===== config.mk =====
export PLATFORM = sky130hd
export DESIGN_NAME = data_break_arbiter
export DESIGN_NICKNAME = d
export VERILOG_FILES = /design/src/rtl/data_break_arbiter_pkg.sv /design/src/rtl/data_break_arbiter_brk_prio_enc.sv /design/src/rtl/data_break_arbiter.sv
export SDC_FILE = /design/constraint.sdc
export NUM_CORES = 1
export LEC_CHECK = 0
export BUFFER_PORTS_ARGS = -buffer_cell sky130_fd_sc_hd__buf_2
export CAP_MARGIN = 25
export CORE_ASPECT_RATIO = 1.75
export CORE_MARGIN = 2
export CORE_UTILIZATION = 38
export CTS_BUF_LIST = sky130_fd_sc_hd__clkbuf_8
export DETAILED_ROUTE_END_ITERATION = 7
export GPL_TIMING_DRIVEN = 0
export MAX_ROUTING_LAYER = met4
export PLACE_DENSITY = 0.65
export SYNTH_ARGS = -nofsm -noshare
export SYNTH_HDL_FRONTEND = slang
export SYNTH_HIERARCHICAL = 1
export SYNTH_SLANG_ARGS = --single-unit

===== constraint.sdc =====
create_clock -name clk -period 4.8 [get_ports clk]
set_clock_uncertainty 0.05 [all_clocks]
set_input_delay 0.72 -clock clk [delete_from_list [all_inputs] [get_ports clk]]
set_output_delay 0.72 -clock clk [all_outputs]
set_load 0.02 [all_outputs]

===== src/rtl/data_break_arbiter_pkg.sv =====
// Shared types and constants for the data-break arbiter: break states, phases,
// CPU cycle-start encodings and the device one-hot helper.
package data_break_arbiter_pkg;

   localparam int NDEV   = 4;
   localparam int IDX_W  = 2;
   localparam int ADDR_W = 15;
   localparam int DATA_W = 12;

   typedef enum logic [1:0] {
      BRK_IDLE = 2'd0,
      BRK_WC   = 2'd1,
      BRK_CA   = 2'd2,
      BRK_DT   = 2'd3
   } brk_state_e;

   localparam logic [1:0] PH_P0 = 2'd0;
   localparam logic [1:0] PH_P1 = 2'd1;
   localparam logic [1:0] PH_P2 = 2'd2;
   localparam logic [1:0] PH_P3 = 2'd3;

   // CPU major-cycle start states that may yield to a break.
   typedef enum logic [1:0] {
      CPU_F0 = 2'd0,
      CPU_D0 = 2'd1,
      CPU_E0 = 2'd2
   } cpu_state_e;

   function automatic logic [NDEV-1:0] dev_onehot(input logic [IDX_W-1:0] idx);
      logic [NDEV-1:0] oh;
      oh      = '0;
      oh[idx] = 1'b1;
      return oh;
   endfunction

endpackage


===== src/rtl/data_break_arbiter_brk_prio_enc.sv =====
// Fixed-priority encoder: lowest set request index wins.
module brk_prio_enc
   import data_break_arbiter_pkg::*;
#(
   parameter int N  = NDEV,
   parameter int IW = IDX_W
) (
   input  logic [N-1:0]  req,
   output logic          valid,
   output logic [IW-1:0] idx
);

   always_comb begin
      valid = |req;
      idx   = '0;
      for (int i = N - 1; i >= 0; i--) begin
         if (req[i]) idx = IW'(i);
      end
   end

endmodule


===== src/rtl/data_break_arbiter.sv =====
// Data-break arbiter: yields core memory to DMA devices at CPU cycle starts,
// running single-cycle (DT) or three-cycle (WC, CA, DT) breaks of four phases each.
//   state    | meaning
//   BRK_IDLE | CPU owns memory; grant evaluated here
//   BRK_WC   | word-count read / increment / write-back
//   BRK_CA   | current-address read / increment / write-back
//   BRK_DT   | data transfer, then done pulse and return to idle
module data_break_arbiter
   import data_break_arbiter_pkg::*;
(
   input  logic                     clk,
   input  logic                     reset,
   input  logic                     cpu_idle_slot,
   output logic                     cpu_hold,
   input  logic [NDEV-1:0]          brk_req,
   input  logic [NDEV-1:0]          brk_3cyc,
   input  logic [NDEV-1:0]          brk_dir,
   input  logic [NDEV*ADDR_W-1:0]   brk_addr,
   input  logic [NDEV*DATA_W-1:0]   brk_wdata,
   output logic [NDEV-1:0]          brk_grant,
   output logic [NDEV-1:0]          brk_done,
   output logic [NDEV-1:0]          brk_ovf,
   output logic [DATA_W-1:0]        brk_rdata,
   output logic [ADDR_W-1:0]        mem_addr,
   output logic [DATA_W-1:0]        mem_wdata,
   output logic                     mem_read,
   output logic                     mem_write,
   input  logic [DATA_W-1:0]        mem_rdata
);

   brk_state_e          state_q, state_d;
   logic [1:0]          phase_q, phase_d;
   logic [IDX_W-1:0]    idx_q, idx_d;
   logic                dir_q, dir_d;
   logic [ADDR_W-1:0]   addr_q, addr_d;
   logic [DATA_W-1:0]   wdata_q, wdata_d;
   logic [DATA_W-1:0]   data_q, data_d;
   logic [DATA_W-1:0]   rdata_q, rdata_d;
   logic                ovf_q, ovf_d;
   logic                block_q, block_d;

   logic                enc_valid;
   logic [IDX_W-1:0]    enc_idx;
   logic                grant_ok;
   logic [DATA_W-1:0]   data_inc;
   logic [ADDR_W-1:0]   ca_addr;

   brk_prio_enc #(.N(NDEV), .IW(IDX_W)) u_prio (
      .req   (brk_req),
      .valid (enc_valid),
      .idx   (enc_idx)
   );

   assign grant_ok = (state_q == BRK_IDLE) && cpu_idle_slot && enc_valid && !block_q;
   assign data_inc = data_q + 12'd1;
   // CA sits right after WC and wraps inside its field.
   assign ca_addr  = {addr_q[ADDR_W-1:DATA_W], addr_q[DATA_W-1:0] + 12'd1};

   always_ff @(posedge clk or posedge reset) begin
      if (reset) begin
         state_q <= BRK_IDLE;
         phase_q <= PH_P0;
         idx_q   <= '0;
         dir_q   <= 1'b0;
         addr_q  <= '0;
         wdata_q <= '0;
         data_q  <= '0;
         rdata_q <= '0;
         ovf_q   <= 1'b0;
         block_q <= 1'b0;
      end else begin
         state_q <= state_d;
         phase_q <= phase_d;
         idx_q   <= idx_d;
         dir_q   <= dir_d;
         addr_q  <= addr_d;
         wdata_q <= wdata_d;
         data_q  <= data_d;
         rdata_q <= rdata_d;
         ovf_q   <= ovf_d;
         block_q <= block_d;
      end
   end

   always_comb begin
      state_d = state_q;
      phase_d = phase_q;
      idx_d   = idx_q;
      dir_d   = dir_q;
      addr_d  = addr_q;
      wdata_d = wdata_q;
      data_d  = data_q;
      rdata_d = rdata_q;
      ovf_d   = ovf_q;
      block_d = block_q && cpu_idle_slot;
      if (state_q == BRK_IDLE) begin
         phase_d = PH_P0;
         if (grant_ok) begin
            idx_d   = enc_idx;
            dir_d   = brk_dir[enc_idx];
            addr_d  = brk_addr[int'(enc_idx)*ADDR_W +: ADDR_W];
            wdata_d = brk_wdata[int'(enc_idx)*DATA_W +: DATA_W];
            ovf_d   = 1'b0;
            state_d = brk_3cyc[enc_idx] ? BRK_WC : BRK_DT;
         end
      end else begin
         phase_d = phase_q + 2'd1;
         if (phase_q == PH_P1) begin
            if (state_q != BRK_DT) data_d = mem_rdata;
            else if (!dir_q)       rdata_d = mem_rdata;
         end
         if (state_q == BRK_WC && phase_q == PH_P2 && data_inc == '0) ovf_d = 1'b1;
         if (phase_q == PH_P3) begin
            case (state_q)
               BRK_WC: state_d = BRK_CA;
               BRK_CA: begin
                  state_d = BRK_DT;
                  addr_d  = {addr_q[ADDR_W-1:DATA_W], data_inc};
               end
               default: begin
                  state_d = BRK_IDLE;
                  block_d = 1'b1;
               end
            endcase
         end
      end
   end

   always_comb begin
      brk_grant = '0;
      brk_done  = '0;
      brk_ovf   = '0;
      mem_addr  = '0;
      mem_wdata = '0;
      mem_read  = 1'b0;
      mem_write = 1'b0;
      if (state_q != BRK_IDLE) begin
         brk_grant = dev_onehot(idx_q);
         mem_addr  = (state_q == BRK_CA) ? ca_addr : addr_q;
         mem_read  = (phase_q == PH_P0) && (state_q != BRK_DT || !dir_q);
         mem_write = (phase_q == PH_P2) && (state_q != BRK_DT || dir_q);
         if (mem_write) mem_wdata = (state_q == BRK_DT) ? wdata_q : data_inc;
         if (state_q == BRK_DT && phase_q == PH_P3) begin
            brk_done = dev_onehot(idx_q);
            if (ovf_q) brk_ovf = dev_onehot(idx_q);
         end
      end
   end

   assign brk_rdata = rdata_q;
   assign cpu_hold  = (state_q != BRK_IDLE) || (cpu_idle_slot && enc_valid && !block_q);

endmodule


==> impl_metrics.yaml <==
outcome:
  status: "finished clean"
synth:
  yosysUniqueCellTypes: 38
  synthTopCellsByCount: "60 x dfrtp_1, 52 x nor2_1, 41 x mux2_2"
  postSynth.asyncResetShare_pct: 100
  synth_top_area_cells: "dfrtp_1 37%, mux4_2 16%, mux2_2 11%"
  yosys.area_share.adder_pct: 3.09
  postSynthAreaPerCell_sq_um: 11.1
  yosysTopAreaCellShare_pct: 37.1
  most_used_flip_flop_cell_after_synthesis: "dfrtp_1"
  synth.most_common_cell: "dfrtp_1"
  cell_area_after_technology_mapping_sq_um: 4040
  largest_family_of_logic_cells_by_synthesized_area: "multiplexers"
  post_synth_mux_area_share_pct: 31.5
  synth.yosys.warnings: 6
  synth-edff-count: 0
  synthSimpleGateAreaFrac_pct: 14.8
  synthesis.instances: 365
  seq_area_frac_synth_pct: 37.1
  ys_ff_latch: 60
  synthXorXnorAreaFrac_pct: 4.33
  synth.largest_area_cell: "dfrtp_1"
  synth.net_count: 510
  synth_compound_area_share_pct: 5.94
drt:
  drt.antenna.violating_nets: 0
  route.final.wire_length_mm: 12.6
  first_pass_iters: 4
  drt_drc_violations_left: 0
  routed_wire_length_per_instance_microns: 18.1
  via_count: 3659
  drt_first_iter_violations: 174
  drt-vias-per-instance: 5.28
clocking:
  cts_sinks: 60
  cts_htree_levels: 3
  cts_hold_repair.buffers: 0
  worst_skew_pair.late_latency_ns: 0.34
  cts_tree: "done"
  clkTransAtPathRegs_ns: 0.06
  ctsRootBufferMaster: "clkbuf_8"
  post-cts-setup-buffers: 0
  postCtsResizedCells: 0
  ctsLongestPathBuffers: 2
  tritoncts_buffers: 9
final_layout:
  filler_cells_inserted: 1002
  final_cells: 693
  design.final.nets: 710
  post_route_cells_drive_above_1_share_pct: 50.8
  areaGrowthSynthToFinish_pct: 31.0
sta:
  report.final.setup_viol: 0
  final_min_period_over_clock_period_pct: 63.6
  achievable-frequency_ghz: 0.328
  period_needed_ns: 3.05
  fin_setup_tns_ns: 0
  tightestPinTransition_ns: 0.818
  timing_hold_violations_final: 0
  timing.final.max_slew_violations: 0
  worst_slew_margin_rel_pct: 45.5
  rsz0062_at_grt: "false"
grt:
  grt_max_degree: 32
  grt_first_pass_wirelength_mm: 19.9
  grt_pass1_vias: 3939
  grt_antenna_before_repair: 1
  globalRouteTotalUtil_pct: 23.7
  grt_remaining_overflow: 0
worst_setup_path:
  crit_path_end_kind: "primary output"
  crit_slowest_cell: "dfrtp_1"
  origin_of_the_critical_flop_to_flop_path: "state_q[0]$_DFFE_PP0P_"
  cp_data_required_time_ns: 4.03
  worstPathMaxFanout: 8
  path_cells: "inv_1, ha_1, nand4_1, or3_1, a21oi_1, buf_2"
  critical_path.startpoint_type: "flip-flop"
  worst_r2r_endpoint: "data_q[0]$_DFFE_PP0P_"
  timing.reg2reg.worst_path_depth: 7
  critPathMaxStageDelay_ns: 0.41
  critical_path_class: "flip-flop to primary output"
  setup.reg_to_reg.worst_slack_ns: 2.56
  critPathArrivalTime_ns: 2.28
placement:
  gp_congestion: 0.887
  numPlacedInstances: 681
  buffer_ports.inserted: 188
  detailedPlacementHpwl_mm: 10.4
die:
  floorplan.die_area_sq_um: 11500
  num_io_pins: 189
  floorplan.rows: 49
  chipHeight_microns: 140
  core_region_area_sq_um: 10300
  initial_utilization_pct: 39.3
  die_width_microns: 82.0
power:
  power.density_nw_per_um2: 591
  leakagePower_nw: 2.47
  ir_drop_uv: 366
hold_path:
  hold_class: "primary input to async pin"
run:
  maxCapViolations: 0
flip-flops by register name, summed over array words and instances (netlist names):
name       count
wdata_q       12
data_q        12
state_q        2
block_q        1
idx_q          2
ovf_q          1
dir_q          1
addr_q        15
phase_q        2
brk_rdata     12
per-layer routing:
metal	GRT usage, %	share of wire [%]	up-vias
met5	-	0	-
met4	11.5	3.6	0
li1	-	-	1718
met3	3.74	5.0	29
met1	26.2	37	1783
met2	40.5	54	129
cell families (layout without fill, tap and decap cells):
kind of cell | Yosys count | after routing
adders and majority gates | 10 | 10
buffers and inverters | 31 | 231
DFF | 60 | 60
xor gates and xnor gates | 20 | 20
muxes | 86 | 86
AOI/OAI and AO/OA | 37 | 37
other | 0 | 1
and+or+nand+nor | 121 | 121
worst max-delay path: cells and delay by family (launching register included):
| family | cells | cell delay, ns |
|---|---|---|
| AOI/OAI and AO/OA | 1 | 0.19 |
| adders and majority gates | 1 | 0.31 |
| DFF | 1 | 0.41 |
| and+or+nand+nor | 2 | 0.70 |
| buffers and inverters | 2 | 0.32 |
worst max-delay path by stage:
stage,from,endpoint,slack [ns],depth (start not counted)
floorplan,state_q[0]$_DFFE_PP0P_,mem_addr[5],2.36,5
global placement,reset,wdata_q[1]$_DFFE_PP0P_,1.77,2
detailed placement,brk_req[2],cpu_hold,1.94,7
CTS,state_q[0]$_DFFE_PP0P_,mem_addr[9],1.72,6
global route,state_q[0]$_DFFE_PP0P_,mem_addr[9],1.58,6
finish,state_q[0]$_DFFE_PP0P_,mem_addr[9],1.75,6
final cells by class:
class / instances / area, sq um / share of cell area, %
antenna: 1 / 2.50 / 0.0472
timing repair buffer: 189 / 961 / 18.1
multi-input combinational: 274 / 2410 / 45.5
clock inverter: 2 / 8.76 / 0.165
tap: 127 / 159 / 3.00
inverter: 10 / 37.5 / 0.708
buffer: 21 / 92.6 / 1.75
clock buffer: 9 / 124 / 2.34
sequential: 60 / 1500 / 28.3
through the flow:
step	power (mW)	setup slack [ns]	utilization (%)	area (sq um)	hold WS, ns
floorplan	2.22	2.36	-	4040	0.391
global placement	2.75	1.77	49.9	5140	0.401
detailed placement	2.81	1.94	50.1	5160	0.432
CTS	3.17	1.72	51.4	5300	0.433
global route	3.37	1.58	51.4	5300	0.464
finish	3.13	1.75	51.4	5300	0.428
placed cells by master (no fill, tap or decap), types with 3 or more instances in the layout:
cell type,netlist,final
a21oi_1,14,14
buf_1,3,3
buf_2,10,198
clkbuf_1,7,7
clkbuf_8,0,9
dfrtp_1,60,60
ha_1,10,10
inv_1,10,10
mux2_2,41,41
mux2i_1,16,16
mux4_2,29,29
nand2_1,22,22
nand2b_1,6,6
nand3_1,7,7
nand4_1,6,6
nor2_1,52,52
nor2b_1,9,9
nor3_1,10,10
o211ai_1,3,3
o21a_1,7,7
o21ai_0,5,5
or3_1,3,3
xnor2_1,10,10
xor2_1,10,10
report_power, final:
part / leakage, nW / switching (mW) / internal, mW / total, mW
registers: 0.705 / 0.227 / 0.763 / 0.990
clock network: 0.0740 / 0.179 / 0.170 / 0.348
logic: 1.69 / 1.04 / 0.758 / 1.79
total: 2.47 / 1.44 / 1.69 / 3.13
No activity file was read; power rests on OpenSTA's default activity.
